## src/rtl/alu_control_stage.sv

```systemverilog
// ALU control decode stage: ALUOp/funct -> {sel,binvert,cin,ainvert,illegal}, registered
// through a 2-entry skid buffer with valid/ready on both sides. Optional NOR: ALU_CTRL_NOR_EN.
module alu_control_stage #(
    parameter int CNT_W = 8
) (
    input  logic             clk,
    input  logic             rst_n,
    input  logic             in_valid,
    output logic             in_ready,
    input  logic [1:0]       alu_op,
    input  logic [5:0]       funct,
    output logic             out_valid,
    input  logic             out_ready,
    output logic [1:0]       sel,
    output logic             binvert,
    output logic             cin,
    output logic             ainvert,
    output logic             illegal,
    output logic [CNT_W-1:0] op_count
);
    typedef struct packed {
        logic [1:0] sel;
        logic       binvert;
        logic       cin;
        logic       ainvert;
        logic       illegal;
    } ctrl_t;

    localparam ctrl_t C_ADD = '{sel: 2'b10, binvert: 1'b0, cin: 1'b0, ainvert: 1'b0, illegal: 1'b0};
    localparam ctrl_t C_SUB = '{sel: 2'b10, binvert: 1'b1, cin: 1'b1, ainvert: 1'b0, illegal: 1'b0};
    localparam ctrl_t C_AND = '{sel: 2'b00, binvert: 1'b0, cin: 1'b0, ainvert: 1'b0, illegal: 1'b0};
    localparam ctrl_t C_OR  = '{sel: 2'b01, binvert: 1'b0, cin: 1'b0, ainvert: 1'b0, illegal: 1'b0};
    localparam ctrl_t C_SLT = '{sel: 2'b11, binvert: 1'b1, cin: 1'b1, ainvert: 1'b0, illegal: 1'b0};
    localparam ctrl_t C_ILL = '{sel: 2'b00, binvert: 1'b0, cin: 1'b0, ainvert: 1'b0, illegal: 1'b1};
`ifdef ALU_CTRL_NOR_EN
    localparam ctrl_t C_NOR = '{sel: 2'b00, binvert: 1'b1, cin: 1'b0, ainvert: 1'b1, illegal: 1'b0};
`endif

    ctrl_t      dec, ent0, ent1;
    logic [1:0] occ, occ_nxt;
    logic       in_ready_q, push, pop;

    always_comb begin
        dec = C_ILL;
        case (alu_op)
            2'b00: dec = C_ADD;
            2'b01: dec = C_SUB;
            2'b10: begin
                case (funct)
                    6'b100000: dec = C_ADD;
                    6'b100010: dec = C_SUB;
                    6'b100100: dec = C_AND;
                    6'b100101: dec = C_OR;
                    6'b101010: dec = C_SLT;
`ifdef ALU_CTRL_NOR_EN
                    6'b100111: dec = C_NOR;
`endif
                    default:   dec = C_ILL;
                endcase
            end
            default: dec = C_ILL;
        endcase
    end

    assign push = in_valid & in_ready_q;
    assign pop  = (occ != 2'd0) & out_ready;

    always_comb begin
        occ_nxt = occ;
        if (push && !pop)      occ_nxt = occ + 2'd1;
        else if (!push && pop) occ_nxt = occ - 2'd1;
    end

    // ent0 is always the head; when the buffer drains it keeps the last word
    always_ff @(posedge clk or negedge rst_n) begin
        if (!rst_n) begin
            ent0       <= '0;
            ent1       <= '0;
            occ        <= 2'd0;
            in_ready_q <= 1'b1;
            op_count   <= '0;
        end else begin
            if (push && (occ == 2'd0 || (occ == 2'd1 && pop)))
                ent0 <= dec;
            else if (pop && occ == 2'd2)
                ent0 <= ent1;
            if (push && occ == 2'd1 && !pop)
                ent1 <= dec;
            occ        <= occ_nxt;
            in_ready_q <= (occ_nxt != 2'd2);
            if (pop)
                op_count <= op_count + 1'b1;
        end
    end

    assign in_ready  = in_ready_q;
    assign out_valid = (occ != 2'd0);
    assign sel       = ent0.sel;
    assign binvert   = ent0.binvert;
    assign cin       = ent0.cin;
    assign illegal   = ent0.illegal;
`ifdef ALU_CTRL_NOR_EN
    assign ainvert   = ent0.ainvert;
`else
    // without NOR the decode never sets the stored bit; keep the port a hard zero anyway
    assign ainvert   = ent0.ainvert & 1'b0;
`endif
endmodule

```

## config.mk

```make
export PLATFORM = sky130hd
export DESIGN_NAME = alu_control_stage
export DESIGN_NICKNAME = d
export VERILOG_FILES = /design/src/rtl/alu_control_stage.sv
export SDC_FILE = /design/constraint.sdc
export NUM_CORES = 1
export LEC_CHECK = 0
export CAP_MARGIN = 40
export CORE_MARGIN = 2
export CORE_UTILIZATION = 33
export DETAILED_ROUTE_END_ITERATION = 8
export PLACE_DENSITY = 0.59
export SLEW_MARGIN = 5
export SYNTH_ARGS = -nofsm -noshare
export SYNTH_HDL_FRONTEND = slang
export SYNTH_SLANG_ARGS = --single-unit
export TNS_END_PERCENT = 1
```

## constraint.sdc

```tcl
create_clock -name clk -period 4.6 [get_ports clk]
set_input_delay 0.46 -clock clk [delete_from_list [all_inputs] [get_ports clk]]
set_output_delay 0.46 -clock clk [all_outputs]
set_load 0.03 [all_outputs]
```

==> summary.txt <==
Detailed routing
  • Via count: 769
  • DRC: 0
  • Post-route ant nets: 0
  • Routed length per placed instance: 12.0 µm
  • Starting DRC count in detailed routing: 36
  • Final WL: 1960 µm
  • Drt pass-1 iters: 4
  • Vias per Instance: 4.72

Clocking
  • Clk pin slew, worst setup/hold paths: 0.12 ns
  • CTS sink count: 19
  • Clock Tree Buf Depth: 2
  • Htree depth: 1
  • CTS tree: yes
  • # hold bufs at CTS: 0
  • Post-CTS sizing: 0
  • Clk_lat worst skew: 0.30 ns
  • Root Buffer: clkbuf_4
  • Buffer count from post-CTS setup fixing: 0
  • Number of buffers created by CTS: 3

Synthesis
  • Post-Syn Instances: 91
  • Synth cell count leaders: dfrtp_1 (18), mux2i_1 (12), inv_1 (7), xnor2_1 (7)
  • Synth warn: 0
  • Count of unique library cells instantiated by Yosys: 34
  • Share of synthesized registers carrying an async set or reset: 1.00
  • Mapped Area: 1090 µm²
  • Cell taking the most area after synthesis: dfrtp_1
  • Register area share after synthesis: 0.437
  • Syn Nets: 107
  • Synth area leaders: dfrtp_1 (41%), mux2i_1 (11%), xnor2_1 (5.6%), ha_1 (4.6%), dfstp_2 (2.4%)
  • Top cell type's share of synthesized area: 0.413
  • Count leader, synth: dfrtp_1
  • EDFF count, synth: 0
  • Syn_area_per_cell: 12.0 µm²
  • Yosys reg bits: 19
  • Leading register cell type out of synthesis: dfrtp_1

Floorplan
  • Top Ports: 28
  • Die width: 61.5 µm
  • Die ar.: 3780 µm²
  • Core box area: 3100 µm²
  • Die height: 61.5 µm
  • Initial core utilization: 0.351
  • Rows: 20

Critical path
  • Crit Path Class: reg2out
  • CP arrival: 1.87 ns
  • CP startpoint kind: flop
  • Max incr delay on CP: 0.66 ns
  • Crit end category: primary output
  • Critical path required time: 4.14 ns
  • Crit Path Max Fanout: 7
  • Most Frequent Cell on Critical Path: inv_1
  • Worst Reg-to-Reg Cells: 5
  • Cell breakdown of the critical path: inv_1, ha_1, inv_1, clkdlybuf4s50_1
  • Slowest-stage cell, CP: clkdlybuf4s50_1

Global route
  • First-pass GRT wire length: 3350 µm
  • Overall track demand over capacity in global routing: 0.121
  • Met2 usage: 0.198
  • Vias in the first global route: 789
  • Met1 Usage GRT: 0.148
  • Largest net degree at the start of global routing: 15
  • Initial antenna violation count: 0
  • GRT overflow: 0
  • Met3 Use GR: 0.0252
  • Most used routing layer: met2

Worst hold path
  • Worst Hold Class: in2async

Cells and area
  • Layout cells sized above 1: 0.109
  • Diode count: 0
  • Storage cell area: 477 µm²
  • Multi-input gate area: 552 µm²
  • Layout Utilization: 0.455
  • Final net count: 136
  • Area grow syn2layout: 29.6%
  • Layout filler cell count: 307

STA
  • Final-report hold violation count: 0
  • Setup Total Neg Slack: 0 ns
  • Tmin final: 2.33 ns
  • RSZ-0062 raised after global routing: false
  • Final Setup Violations: 0
  • Fmax: 429 MHz
  • Tcrit/Tclk final: 0.507
  • Fin. max-slew vios: 0
  • Skew final: 0.0112 ns

Pwr
  • Tot Pwr: 0.000898 W
  • Pwr dens: 636 nW/µm²
  • Static Leak: 0.613 nW
  • Peak VDD IR: 180 µV

Placement
  • # port buffers: 26
  • DP HPWL: 1550 µm
  • RePlAce Congestion: 0.754

Outcome
  • Status: completed

Flow run
  • MaxCap Viol Count: 0
path summary, 6_finish.rpt:
check	from	end	slack [ns]
worst min-delay path	rst_n	ent1[5]$_DFFE_PN0P_	0.41
min in group clk	op_count[7]$_DFFE_PN0P_	op_count[7]$_DFFE_PN0P_	0.48
worst max register to register	occ[0]$_DFF_PN0_	ent1[0]$_DFFE_PN0P_	2.79
worst max-delay path	occ[0]$_DFF_PN0_	out_valid	2.27
max in group asynchronous	rst_n	op_count[1]$_DFFE_PN0P_	3.77
worst min register to register	op_count[7]$_DFFE_PN0P_	op_count[7]$_DFFE_PN0P_	0.48
placed cells by master, fill, tap and decap left out, types with 2 or more instances in the layout:
| cell | instances |
|---|---|
| o21ai_1 | 2 |
| nand2b_1 | 2 |
| inv_1 | 7 |
| clkbuf_4 | 3 |
| xnor2_1 | 7 |
| dfrtp_1 | 18 |
| nand4_1 | 4 |
| clkdlybuf4s50_1 | 26 |
| a31oi_1 | 2 |
| o211ai_1 | 3 |
| mux2i_1 | 12 |
| ha_1 | 4 |
| nand2_1 | 4 |
| nor4bb_1 | 2 |
| mux2_1 | 2 |
worst max-delay path: cells and delay by family (launching register included):
| kind | cells | cell delay, ns |
|---|---|---|
| buffers and inverters | 3 | 0.83 |
| flip-flops | 1 | 0.45 |
| adder cells (fa/ha/maj) | 1 | 0.30 |
per-stage QoR:
stage / instance area (µm²) / hold WS [ns] / setup slack [ns] / std cells
CTS: 1410 / 0.416 / 2.24 / 163
floorplan: 1090 / 0.164 / 2.97 / 91
global route: 1410 / 0.418 / 2.15 / 163
global placement: 1370 / 0.462 / 2.57 / 158
detailed placement: 1390 / 0.463 / 2.53 / 159
finish: 1410 / 0.412 / 2.27 / 163
layout make-up:
class                   count  area share
flip-flops and latches     19       0.337
repair buffers             27       0.195
clock buffers               3      0.0159
inverters                   7      0.0186
multi-input cells          62       0.391
clock inverters             1     0.00354
well taps                  44      0.0390
layer usage:
metal | wire length, µm | up-vias | part of all wire
met5 | 0 | - | 0
met4 | 27 | 0 | 0.014
met3 | 86 | 2 | 0.044
met2 | 905 | 23 | 0.46
met1 | 945 | 369 | 0.48
li1 | - | 375 | -
cell families after synthesis:
group           after synthesis  share of synthesized area
compound gates                9                     0.0540
xor+xnor                      9                     0.0792
fa+ha+maj                     4                     0.0459
buf+inv                      10                     0.0563
flops                        19                      0.437
mux                          16                      0.155
other cells                   1                    0.00344
simple gates                 23                      0.169
flip-flops by register name (all words and copies together), names as in the netlist:
register  count
op_count      8
ent1          4
occ           2
sel           2
binvert       1
illegal       1
in_ready      1
power by group:
part	switching, W	internal, W
clock	0.0000525	0.0000323
sequential	0.0000658	0.000244
combinational	0.000266	0.000238
total	0.000384	0.000514
(Power assumes the default switching activity.)
